## config.mk

```make
export PLATFORM = sky130hd
export DESIGN_NAME = pc_unit
export DESIGN_NICKNAME = d
export VERILOG_FILES = /design/src/rtl/cpu_pkg.sv /design/src/rtl/next_pc_sel.sv /design/src/rtl/pc_unit.sv
export SDC_FILE = /design/constraint.sdc
export NUM_CORES = 1
export LEC_CHECK = 0
export BUFFER_PORTS_ARGS = -buffer_cell sky130_fd_sc_hd__buf_4
export CORE_AREA = 2 2 135 137
export CTS_CLUSTER_DIAMETER = 50
export DETAILED_ROUTE_END_ITERATION = 8
export DIE_AREA = 0 0 137 139
export GPL_TIMING_DRIVEN = 0
export PLACE_DENSITY = 0.51
export SYNTH_ARGS = -nofsm -noshare
export SYNTH_HDL_FRONTEND = slang
export SYNTH_SLANG_ARGS = --single-unit
```

## constraint.sdc

```tcl
create_clock -name clk -period 7.9 [get_ports clk]
set_input_delay 0.395 -clock clk [delete_from_list [all_inputs] [get_ports clk]]
set_output_delay 0.395 -clock clk [all_outputs]
set_load 0.05 [all_outputs]
```

## src/rtl/cpu_pkg.sv

```systemverilog
`default_nettype none
// +----------------------------------------------------------------------+
// | Module      : cpu_pkg                                                |
// | Description : Shared CPU constants: fetch FSM encoding, reset PC     |
// |               default and the PC increment.                          |
// | Revision    : 1.0 - initial release                                  |
// +----------------------------------------------------------------------+
package cpu_pkg;

  // Fetch FSM states
  typedef enum logic [1:0] {
    ST_IDLE  = 2'd0,
    ST_FETCH = 2'd1,
    ST_HALT  = 2'd2
  } state_t;

  localparam logic [31:0] RESET_PC_DEFAULT = 32'h0000_0000;
  localparam logic [31:0] PC_INC           = 32'd4;

endpackage
`default_nettype wire

```

## src/rtl/next_pc_sel.sv

```systemverilog
`default_nettype none
// +----------------------------------------------------------------------+
// | Module      : next_pc_sel                                            |
// | Description : Combinational next-PC selection. Priority is           |
// |               jr > jump > branch > sequential. All adds wrap mod 2^32.|
// | Revision    : 1.0 - initial release                                  |
// +----------------------------------------------------------------------+
module next_pc_sel
  import cpu_pkg::*;
(
  input  logic [31:0] pc_i,
  input  logic        pcsrc_i,
  input  logic [31:0] imm_ext_i,
  input  logic        jump_i,
  input  logic [25:0] jtarget_i,
  input  logic        jr_i,
  input  logic [31:0] jr_addr_i,
  output logic [31:0] pc_plus4_o,
  output logic [31:0] next_pc_o
);

  logic [31:0] plus4;
  logic [31:0] br_target;
  logic [31:0] j_target;
  logic [31:0] jr_target;

  assign plus4      = pc_i + PC_INC;
  // Immediate is a word offset; shifting out its top bits is the intended wrap
  assign br_target  = plus4 + (imm_ext_i << 2);
  assign j_target   = {plus4[31:28], jtarget_i, 2'b00};
  // Masking keeps the full register in use while forcing word alignment
  assign jr_target  = jr_addr_i & 32'hFFFF_FFFC;
  assign pc_plus4_o = plus4;

  // Fixed-priority target mux
  always_comb begin
    next_pc_o = plus4;
    if (jr_i) begin
      next_pc_o = jr_target;
    end else if (jump_i) begin
      next_pc_o = j_target;
    end else if (pcsrc_i) begin
      next_pc_o = br_target;
    end
  end

endmodule
`default_nettype wire

```

## src/rtl/pc_unit.sv

```systemverilog
`default_nettype none
// +----------------------------------------------------------------------+
// | Module      : pc_unit                                                |
// | Description : Program counter register and fetch FSM                 |
// |               (IDLE -> FETCH -> HALT). The PC advances only on an    |
// |               accept: FETCH with imem_ready high and stall low.      |
// | Revision    : 1.0 - initial release                                  |
// +----------------------------------------------------------------------+
module pc_unit
  import cpu_pkg::*;
#(
  parameter logic [31:0] RESET_PC = RESET_PC_DEFAULT
) (
  input  logic        clk,
  input  logic        reset,
  input  logic        pcsrc,
  input  logic [31:0] imm_ext,
  input  logic        jump,
  input  logic [25:0] jtarget,
  input  logic        jr,
  input  logic [31:0] jr_addr,
  input  logic        stall,
  input  logic        halt,
  input  logic        imem_ready,
  output logic [31:0] pc,
  output logic [31:0] pc_plus4,
  output logic        imem_req,
  output logic        commit,
  output logic        halted
);

  state_t      state_q;
  logic [31:0] pc_q;
  logic [31:0] pc_d;
  logic        imem_req_q;
  logic        commit_q;
  logic        halted_q;
  logic        accept;

  // Control inputs are only ever consumed through an accept
  assign accept = (state_q == ST_FETCH) && imem_ready && !stall;

  next_pc_sel u_next_pc_sel (
    .pc_i       (pc_q),
    .pcsrc_i    (pcsrc),
    .imm_ext_i  (imm_ext),
    .jump_i     (jump),
    .jtarget_i  (jtarget),
    .jr_i       (jr),
    .jr_addr_i  (jr_addr),
    .pc_plus4_o (pc_plus4),
    .next_pc_o  (pc_d)
  );

  // Fetch FSM with PC register and registered status outputs
  always_ff @(posedge clk or posedge reset) begin
    if (reset) begin
      state_q    <= ST_IDLE;
      pc_q       <= RESET_PC;
      imem_req_q <= 1'b0;
      commit_q   <= 1'b0;
      halted_q   <= 1'b0;
    end else begin
      commit_q <= 1'b0;
      case (state_q)
        ST_IDLE: begin
          state_q    <= ST_FETCH;
          imem_req_q <= 1'b1;
        end
        ST_FETCH: begin
          if (accept) begin
            if (halt) begin
              // Halting instruction retires without moving the PC
              state_q    <= ST_HALT;
              imem_req_q <= 1'b0;
              halted_q   <= 1'b1;
            end else begin
              pc_q     <= pc_d;
              commit_q <= 1'b1;
            end
          end
        end
        ST_HALT: begin
          imem_req_q <= 1'b0;
          halted_q   <= 1'b1;
        end
        default: begin
          state_q    <= ST_IDLE;
          imem_req_q <= 1'b0;
          halted_q   <= 1'b0;
        end
      endcase
    end
  end

  assign pc       = pc_q;
  assign imem_req = imem_req_q;
  assign commit   = commit_q;
  assign halted   = halted_q;

endmodule
`default_nettype wire

```

# After elaboration in Yosys (flattened, before gate mapping)
# Index checks and enable logic that the tools add are counted.
classes:
  n_addsub: 2
  n_eq_ne: 4
  mux: 15
  n_bitwise: 3
  reduce_logical: 8
ops:
  columns: ["operator", "count"]
  rows:
  - ["32-bit two-way mux", 3]
  - ["32-bit by 3-bit adder with 32-bit output, second input constant", 1]
  - ["32-bit adder", 1]
  - ["3-bit AND reduction", 3]
  - ["1-bit two-way mux", 7]
  - ["2-bit case mux with 3 select lines", 1]
  - ["2-bit two-way mux", 2]
  - ["2-bit inequality test, second input constant", 2]
  - ["1-bit inverter", 3]
  - ["1-bit case mux with 3 select lines", 1]
  - ["2-bit by 1-bit equality test with 1-bit output, second input constant", 1]
  - ["2-bit equality test, second input constant", 1]
  - ["1-bit logical AND", 2]
  - ["2-bit logical NOT", 1]
  - ["1-bit case mux with 2 select lines", 1]
  - ["2-bit AND reduction", 1]
  - ["1-bit logical NOT", 1]
word_totals:
  register_bits: 37
  inputBits: 98
  out_inout_bits: 67
  elab_cells: 37

# Logic depth before layout (Yosys ltp)
# Gate-level depths: netlist of the first run.
depth:
  depth_word: 5
  depth_mapped: 17
  ltp_nobuf: 16

# Modules after synthesis
# Synthesis of the first run repeated with hierarchy kept, for this count alone.
unflattened:
  hier_cells: 559
  hier_area_um2: 4779.6
modules_own_cells:
  columns: ["mod", "instances", "cells_each", "area_each_um2", "seq_area_each_um2"]
  rows:
  - ["next_pc_sel", 1, 470, 3173.0, 0.0]
  - ["pc_unit", 1, 89, 1606.5, 925.9]

# Least setup slack after synthesis of the first run
# OpenSTA, ideal clock, no wires.
synth_timing:
  kind: "reg2reg"
  start: "register pc_q[8], in the netlist pc[8]"
  end: "register pc_q[31], in the netlist pc[31]"
  setup_ps: 70
  arrival_ps: 4649
  t_required_ps: 7830
  slack_ps: 3181
  stages_incl_launch_ff: 16
  path_buffers: 1
  period_less_slack_ps: 4719
  path_cell_list: "dfrtp_1 > nand4_2 > nor4_2 > nand3_1 > xnor2_1 > ha_1 > clkbuf_1 > a21oi_1 > o21ai_0 > nor3_1 > a21oi_1 > o21ai_1 > o21ai_0 > and4b_1 > or3_1 > nand3_1"
synth_via:
  elab_chain_cells: 5
synth_lines:
  columns: ["element", "line", "text"]
  rows:
  - ["start, declared", "pc_unit.sv:33", "logic [31:0] pc_q;"]
  - ["start signal, assigned", "pc_unit.sv:78", "pc_q <= pc_d;"]
  - ["32-bit by 3-bit adder with 32-bit output", "next_pc_sel.sv:27", "assign plus4 = pc_i + PC_INC;"]
  - ["net pc_plus4[22]", "pc_unit.sv:26", "output logic [31:0] pc_plus4,"]
  - ["32-bit adder", "next_pc_sel.sv:29", "assign br_target = plus4 + (imm_ext_i << 2);"]
  - ["32-bit two-way mux", "next_pc_sel.sv:42", "end else if (pcsrc_i) begin"]
  - ["32-bit two-way mux", "next_pc_sel.sv:40", "end else if (jump_i) begin"]
  - ["32-bit two-way mux", "next_pc_sel.sv:38", "if (jr_i) begin"]
# The timed path passes the listed nets, and every way through them passes these cells.
# A chain may end at the register's enable or synchronous reset.

# Worst setup path after layout of the first run
layout_timing:
  start: "register pc_q[2], in the netlist pc[2]"
  end: "register pc_q[31], in the netlist pc[31]"
layout_via:
  elab_chain_cells: 5
layout_lines:
  columns: ["element", "line"]
  rows:
  - ["32-bit by 3-bit adder with 32-bit output (*)", "next_pc_sel.sv:27"]
  - ["32-bit adder", "next_pc_sel.sv:29"]
  - ["32-bit two-way mux", "next_pc_sel.sv:42"]
  - ["32-bit two-way mux (*)", "next_pc_sel.sv:40"]
  - ["32-bit two-way mux (*)", "next_pc_sel.sv:38"]
# Every way passes the cells marked *; elsewhere a longest branch is shown, timed or not.

==> results of run 1 <==
==> synthesized netlist by cell type, drive strengths merged, types with 3 or more instances <==
master	n
o211ai	11
a21boi	3
a31oi	6
a21o	16
nand3b	3
nand4	13
inv	18
a221oi	8
nand2	66
ha	40
a221o	3
a41oi	7
o21ai	46
o22ai	7
nor4	3
buf	8
a21oi	61
and3	9
clkbuf	24
mux2i	8
dfrtp	35
nor2	56
a211oi	9
xor2	23
nor2b	3
nand3	20
xnor2	29
nor3	7
==> how the worst max path moves through the flow <==
stage | cells past startpoint | end
3_5_place_dp | 16 | pc[31]$_DFFE_PP0P_
5_1_grt | 16 | pc[31]$_DFFE_PP0P_
4_1_cts | 16 | pc[31]$_DFFE_PP0P_
2_1_floorplan | 15 | pc[31]$_DFFE_PP0P_
3_3_place_gp | 16 | pc[31]$_DFFE_PP0P_
6_report | 16 | pc[31]$_DFFE_PP0P_
==> cell families after synthesis <==
family | synth area share, %
other | 0.0866
xor gates and xnor gates | 10.7
DFF | 20.2
buffers and inverters | 4.94
adders and majority gates | 12.0
AOI/OAI and AO/OA | 27.8
and+or+nand+nor | 21.9
muxes | 2.37
==> sequential cells by signal (all words and copies together) (netlist names) <==
name,count
state_q,2
imem_req,1
pc,30
halted,1
commit,1
==> power by group <==
group          leakage [nW]  internal [mW]  switching (mW)
sequential            0.425          0.264           0.136
clock                0.0727          0.123          0.0785
combinational          2.27          0.697            1.37
total                  2.77           1.08            1.59
==> layer usage <==
layer / global-route usage (%) / up-vias / part of all wire, %
met2: 30.9 / 146 / 48
met1: 25.4 / 2209 / 44
met5: 0 / - / 0
met3: 3.62 / 14 / 6.7
met4: 3.31 / 0 / 1.1
li1: - / 2425 / -
==> critical path, delay by kind of cell, from the launching register on <==
family	cells	cell delay, ns
buffers and inverters	1	0.22
flip-flops	1	0.45
XOR/XNOR	1	0.45
AO/OA/AOI/OAI	5	0.95
AND/OR/NAND/NOR	7	2.05
adder cells (fa/ha/maj)	2	0.55
==> area by class of cell <==
cell class / instances / area share (%)
well taps: 229 / 4.84
inverters: 19 / 1.20
multi-input cells: 491 / 54.8
repair buffers: 154 / 19.5
plain buffers: 32 / 2.41
clock buffers: 6 / 2.34
clock inverters: 1 / 0.0845
flip-flops and latches: 35 / 14.8
==> cells in the final DEF, fill, tap and decap left out, types with 3 or more instances in the layout <==
| cell type | instances |
|---|---|
| buf_4 | 160 |
| nand2_1 | 66 |
| a21oi_1 | 61 |
| nor2_1 | 56 |
| o21ai_0 | 45 |
| ha_1 | 40 |
| dfrtp_1 | 35 |
| xnor2_1 | 29 |
| clkbuf_1 | 24 |
| xor2_1 | 22 |
| nand3_1 | 18 |
| inv_1 | 17 |
| a21o_1 | 16 |
| nand4_1 | 12 |
| o211ai_1 | 11 |
| a211oi_1 | 9 |
| a221oi_1 | 8 |
| and3_1 | 8 |
| mux2i_1 | 8 |
| a41oi_1 | 7 |
| o22ai_1 | 7 |
| nor3_1 | 6 |
| a31oi_1 | 6 |
| clkbuf_16 | 5 |
| conb_1 | 4 |
| nor2b_1 | 3 |
| nand3b_1 | 3 |
| a221o_1 | 3 |
| a21boi_0 | 3 |
==> impl_metrics.ini, run 1 <==
[cells_and_area]
layout-drive-gt1-share_pct = 24.5
area_delta_synth_final_pct = 36.9
nets = 877
layout.area.seq_um2 = 876
post-route-cell-area_um2 = 5930
fin_cells = 967
multi_input_area_um2 = 3250
fin_util_pct = 33.6
diodes = 0
fill_cells = 1913

[sta]
tns_ns = 0
period_share_pct = 60.2
max_freq_mhz = 210
setup_viol = 0
hold_slack_ns = 0.276
clock_skew_ns = 0.00612
finalWorstSetupSlack_ns = 3.14
finalMaxSlewViolations = 0
rsz0062_at_grt = false
worst_pin_slew_ns = 0.809
period_needed_ns = 4.76
finalHoldViolations = 0
timing.slew.headroom_pct = 46.0

[drt]
vias = 4794
dr.pass1.iters = 5
avgRoutedWirePerCell_um = 18.6
drc = 0
ant_nets = 0
viasPerCell = 4.96
drtIter0Drc = 290
wl_mm = 18.0

[setup_path]
ff2ff_setup_slack_ns = 3.14
rr_endpoint = pc[31]$_DFFE_PP0P_
startpoint_type = register
critPathMaxStageDelay_ns = 0.55
cp_slowest_cell = nor4_2
reg2reg_depth = 16
reg2reg_from = pc[2]$_DFFE_PP0P_
cp.arrival_ns = 4.98
worstPathCellList = ha_1, nand4_1, nor4_2, nand3_1, xnor2_1, ha_1, clkbuf_1, a21oi_1, o21ai_0, nor3_1, a21oi_1, o21ai_1, o21ai_0, and4b_1, or3_1, nand3_1
crit_required_ns = 8.12
critPathMaxFanout = 10
cp-startpoint = pc[2]$_DFFE_PP0P_
end_kind = register
crit_type = register to register

[global_route]
grt_pass1_vias = 4682
grt_overflow = 0
antenna_found_initial = 0
grt_max_degree = 36
grt_pass1_wl_mm = 27.3
track_usage_pct = 18.7

[synthesis]
ys_ff_latch = 35
synth_top_area_share_pct = 20.2
synth-edff-count = 0
synthCells = 574
synth_ff_type = dfrtp_1
syn_area_per_cell_um2 = 7.54
ys_warn_count = 0
synthDistinctLibCells = 60
synth-async-reset-ratio_pct = 100
ys_top_cells_by_area = dfrtp_1 20%, ha_1 12%, a21oi_1 7.1%
yosys.area.top_type = dfrtp_1
yosysSeqAreaShare_pct = 20.2
synth_area_um2 = 4330

[clock_network]
numClockSinks = 35
htreeDepth = 2
post_cts_buffers = 0
cts_tree = done
path_clk_slew_ns = 0.06
cts-buffers-inserted = 5
insertion_delay_ns = 0.28
cts_buffer_depth = 2
ctsHoldBuffers = 0
post_cts_resized = 0
cts-root-buf = clkbuf_16

[floorplan]
die_x_um = 137
die_y_um = 139
initial_core_util_pct = 24.5
rows = 49
core-area_um2 = 17700
ios = 165
fp.dieArea_um2 = 19000

[place]
dp_hpwl_mm = 14.6
io_buffers = 154
place_inst = 960
placed_cell_area_um2 = 5780
dp_slack_ns = 3.21
gp_congestion = 0.843

[pwr]
leakage_nw = 2.77
power_density_nw_per_um2 = 451
finalPower_mw = 2.67
vdd_drop_max_mv = 0.154

[worst_hold_path]
holdCritPathClass = input pin to async pin

[job]
drv_cap = 0

[status]
outcome = finished, final reports clean
Power figures use the tool's default switching activity.
==> run 2, diff against run 1 <==
==> constraint.sdc (replaced) <==
create_clock -name clk -period 4.67 [get_ports clk]
set_input_delay 0.2335 -clock clk [delete_from_list [all_inputs] [get_ports clk]]
set_output_delay 0.2335 -clock clk [all_outputs]
set_load 0.05 [all_outputs]
==> impl_metrics.ini, run 2 (same netlist as run 1, synthesis figures left out) <==
[status]
outcome = finished, final reports clean

[setup_path]
cp_top_family = simple AND/OR/NAND/NOR gates
worstPathCellList = ha_1, nand4_1, nor4_4, nand3_2, xnor2_2, ha_1, clkbuf_1, a21oi_1, o21ai_0, nor2_1, nand2_1, o21ai_1, o21ai_0, and4b_1, or3_1, nand3_1
cp.arrival_ns = 4.55
crit_end = pc[31]$_DFFE_PP0P_
crit_cells = 16
crit_required_ns = 4.89
reg2reg_from = pc[2]$_DFFE_PP0P_
reg2reg_depth = 16
rr_endpoint = pc[31]$_DFFE_PP0P_
end_kind = register
startpoint_type = register
critPathMaxStageDelay_ns = 0.44
path_buf_inv = 1
ff2ff_setup_slack_ns = 0.34
critPathMaxFanout = 10
crit_type = register to register
cp_slowest_cell = dfrtp_1
cp-startpoint = pc[2]$_DFFE_PP0P_

[cells_and_area]
post-route-cell-area_um2 = 5950
diodes = 0
layout_commonest_cell = buf_4
layout-drive-gt1-share_pct = 24.8
fin_cells = 968
area_delta_synth_final_pct = 37.4
nets = 877
final_cell_mix = 160 x buf_4, 66 x nand2_1, 61 x a21oi_1
largest_reg_flops = 30

[pwr]
power_density_nw_per_um2 = 761
vdd_drop_max_mv = 0.304
switchingPower_mw = 2.70
seqPwrFrac_pct = 15.1
internal_power_mw = 1.83
p_comb_share_pct = 77.6
power_frac_clock_pct = 7.3
leakage_nw = 2.79
finalPower_mw = 4.53
swShare_pct = 59.6

[sta]
rsz0062_at_grt = false
period_needed_ns = 4.33
worst_pin_slew_ns = 0.865
finalHoldViolations = 0
clock_skew_ns = 0.00453
setup_viol = 0
finalMaxSlewViolations = 0
timing.slew.headroom_pct = 42.2
tns_ns = 0
max_freq_mhz = 231
period_share_pct = 92.7

[drt]
wl_mm = 18.1
vias = 4890
viasPerCell = 5.05
avgRoutedWirePerCell_um = 18.7
drtIter0Drc = 279
drc = 0
ant_nets = 0
dr.pass1.iters = 4

[global_route]
track_usage_pct = 18.7
grt_overflow = 0
antenna_found_initial = 0
grt_pass1_vias = 4764
grt_max_degree = 36
grt_pass1_wl_mm = 27.3

[floorplan]
die_x_um = 137
ios = 165
core-area_um2 = 17700
initial_core_util_pct = 24.5
rows = 49
fp.dieArea_um2 = 19000
die_y_um = 139

[place]
gp_congestion = 0.864
io_buffers = 154
place_inst = 960
dp_hpwl_mm = 14.6
placed_cell_area_um2 = 5800

[clock_network]
insertion_delay_ns = 0.28
cts-buffers-inserted = 5
post_cts_resized = 0
post_cts_buffers = 0
cts_tree = done
htreeDepth = 2
path_clk_slew_ns = 0.06
numClockSinks = 35
cts-root-buf = clkbuf_16
cts_buffer_depth = 2
ctsHoldBuffers = 0

[job]
drv_cap = 0

[worst_hold_path]
holdCritPathClass = input pin to async pin
==> run 2: stage by stage <==
stage          util, %  setup slack [ns]  hold WS, ns
2_1_floorplan        -             0.153        0.388
3_3_place_gp      32.8             0.140        0.488
3_5_place_dp      32.8             0.116        0.468
4_1_cts           33.6            0.0821        0.165
5_1_grt           33.7            0.0257        0.195
6_report          33.7             0.339        0.136
==> run 2: worst min path at each step <==
stage                                    end  slack (ns)  cells past startpoint
after CTS                  pc[7]$_DFFE_PP0P_        0.17                      2
after detailed placement   pc[7]$_DFFE_PP0P_        0.47                      2
after global placement    pc[18]$_DFFE_PP0P_        0.49                      3
final                      pc[7]$_DFFE_PP0P_        0.14                      2
after global routing       pc[7]$_DFFE_PP0P_        0.20                      2
after floorplan             commit$_DFF_PP0_        0.39                      1
==> run 2: metal layers <==
metal,global-route usage [%],routed length [um]
met5,0,0
met2,30.2,8670
met1,25.5,8150
met3,4.17,1160
met4,3.47,176
==> run 2: layout make-up <==
type,count,area [um2]
timing repair buffer,154,1160
clock buffer,7,133
buffer,32,143
tap,229,287
sequential,35,876
inverter,19,71.3
multi-input combinational,491,3280
fill,1953,11700
clock inverter,1,5.00
==> run 2: power by group through the flow <==
stage	Clock [mW]	Combinational [mW]	Sequential [mW]
CTS	0.337	3.51	0.682
floorplan	0	2.07	1.10
finish	0.331	3.51	0.683
global placement	0	3.50	0.682
detailed placement	0	3.49	0.685
global route	0.349	3.79	0.712
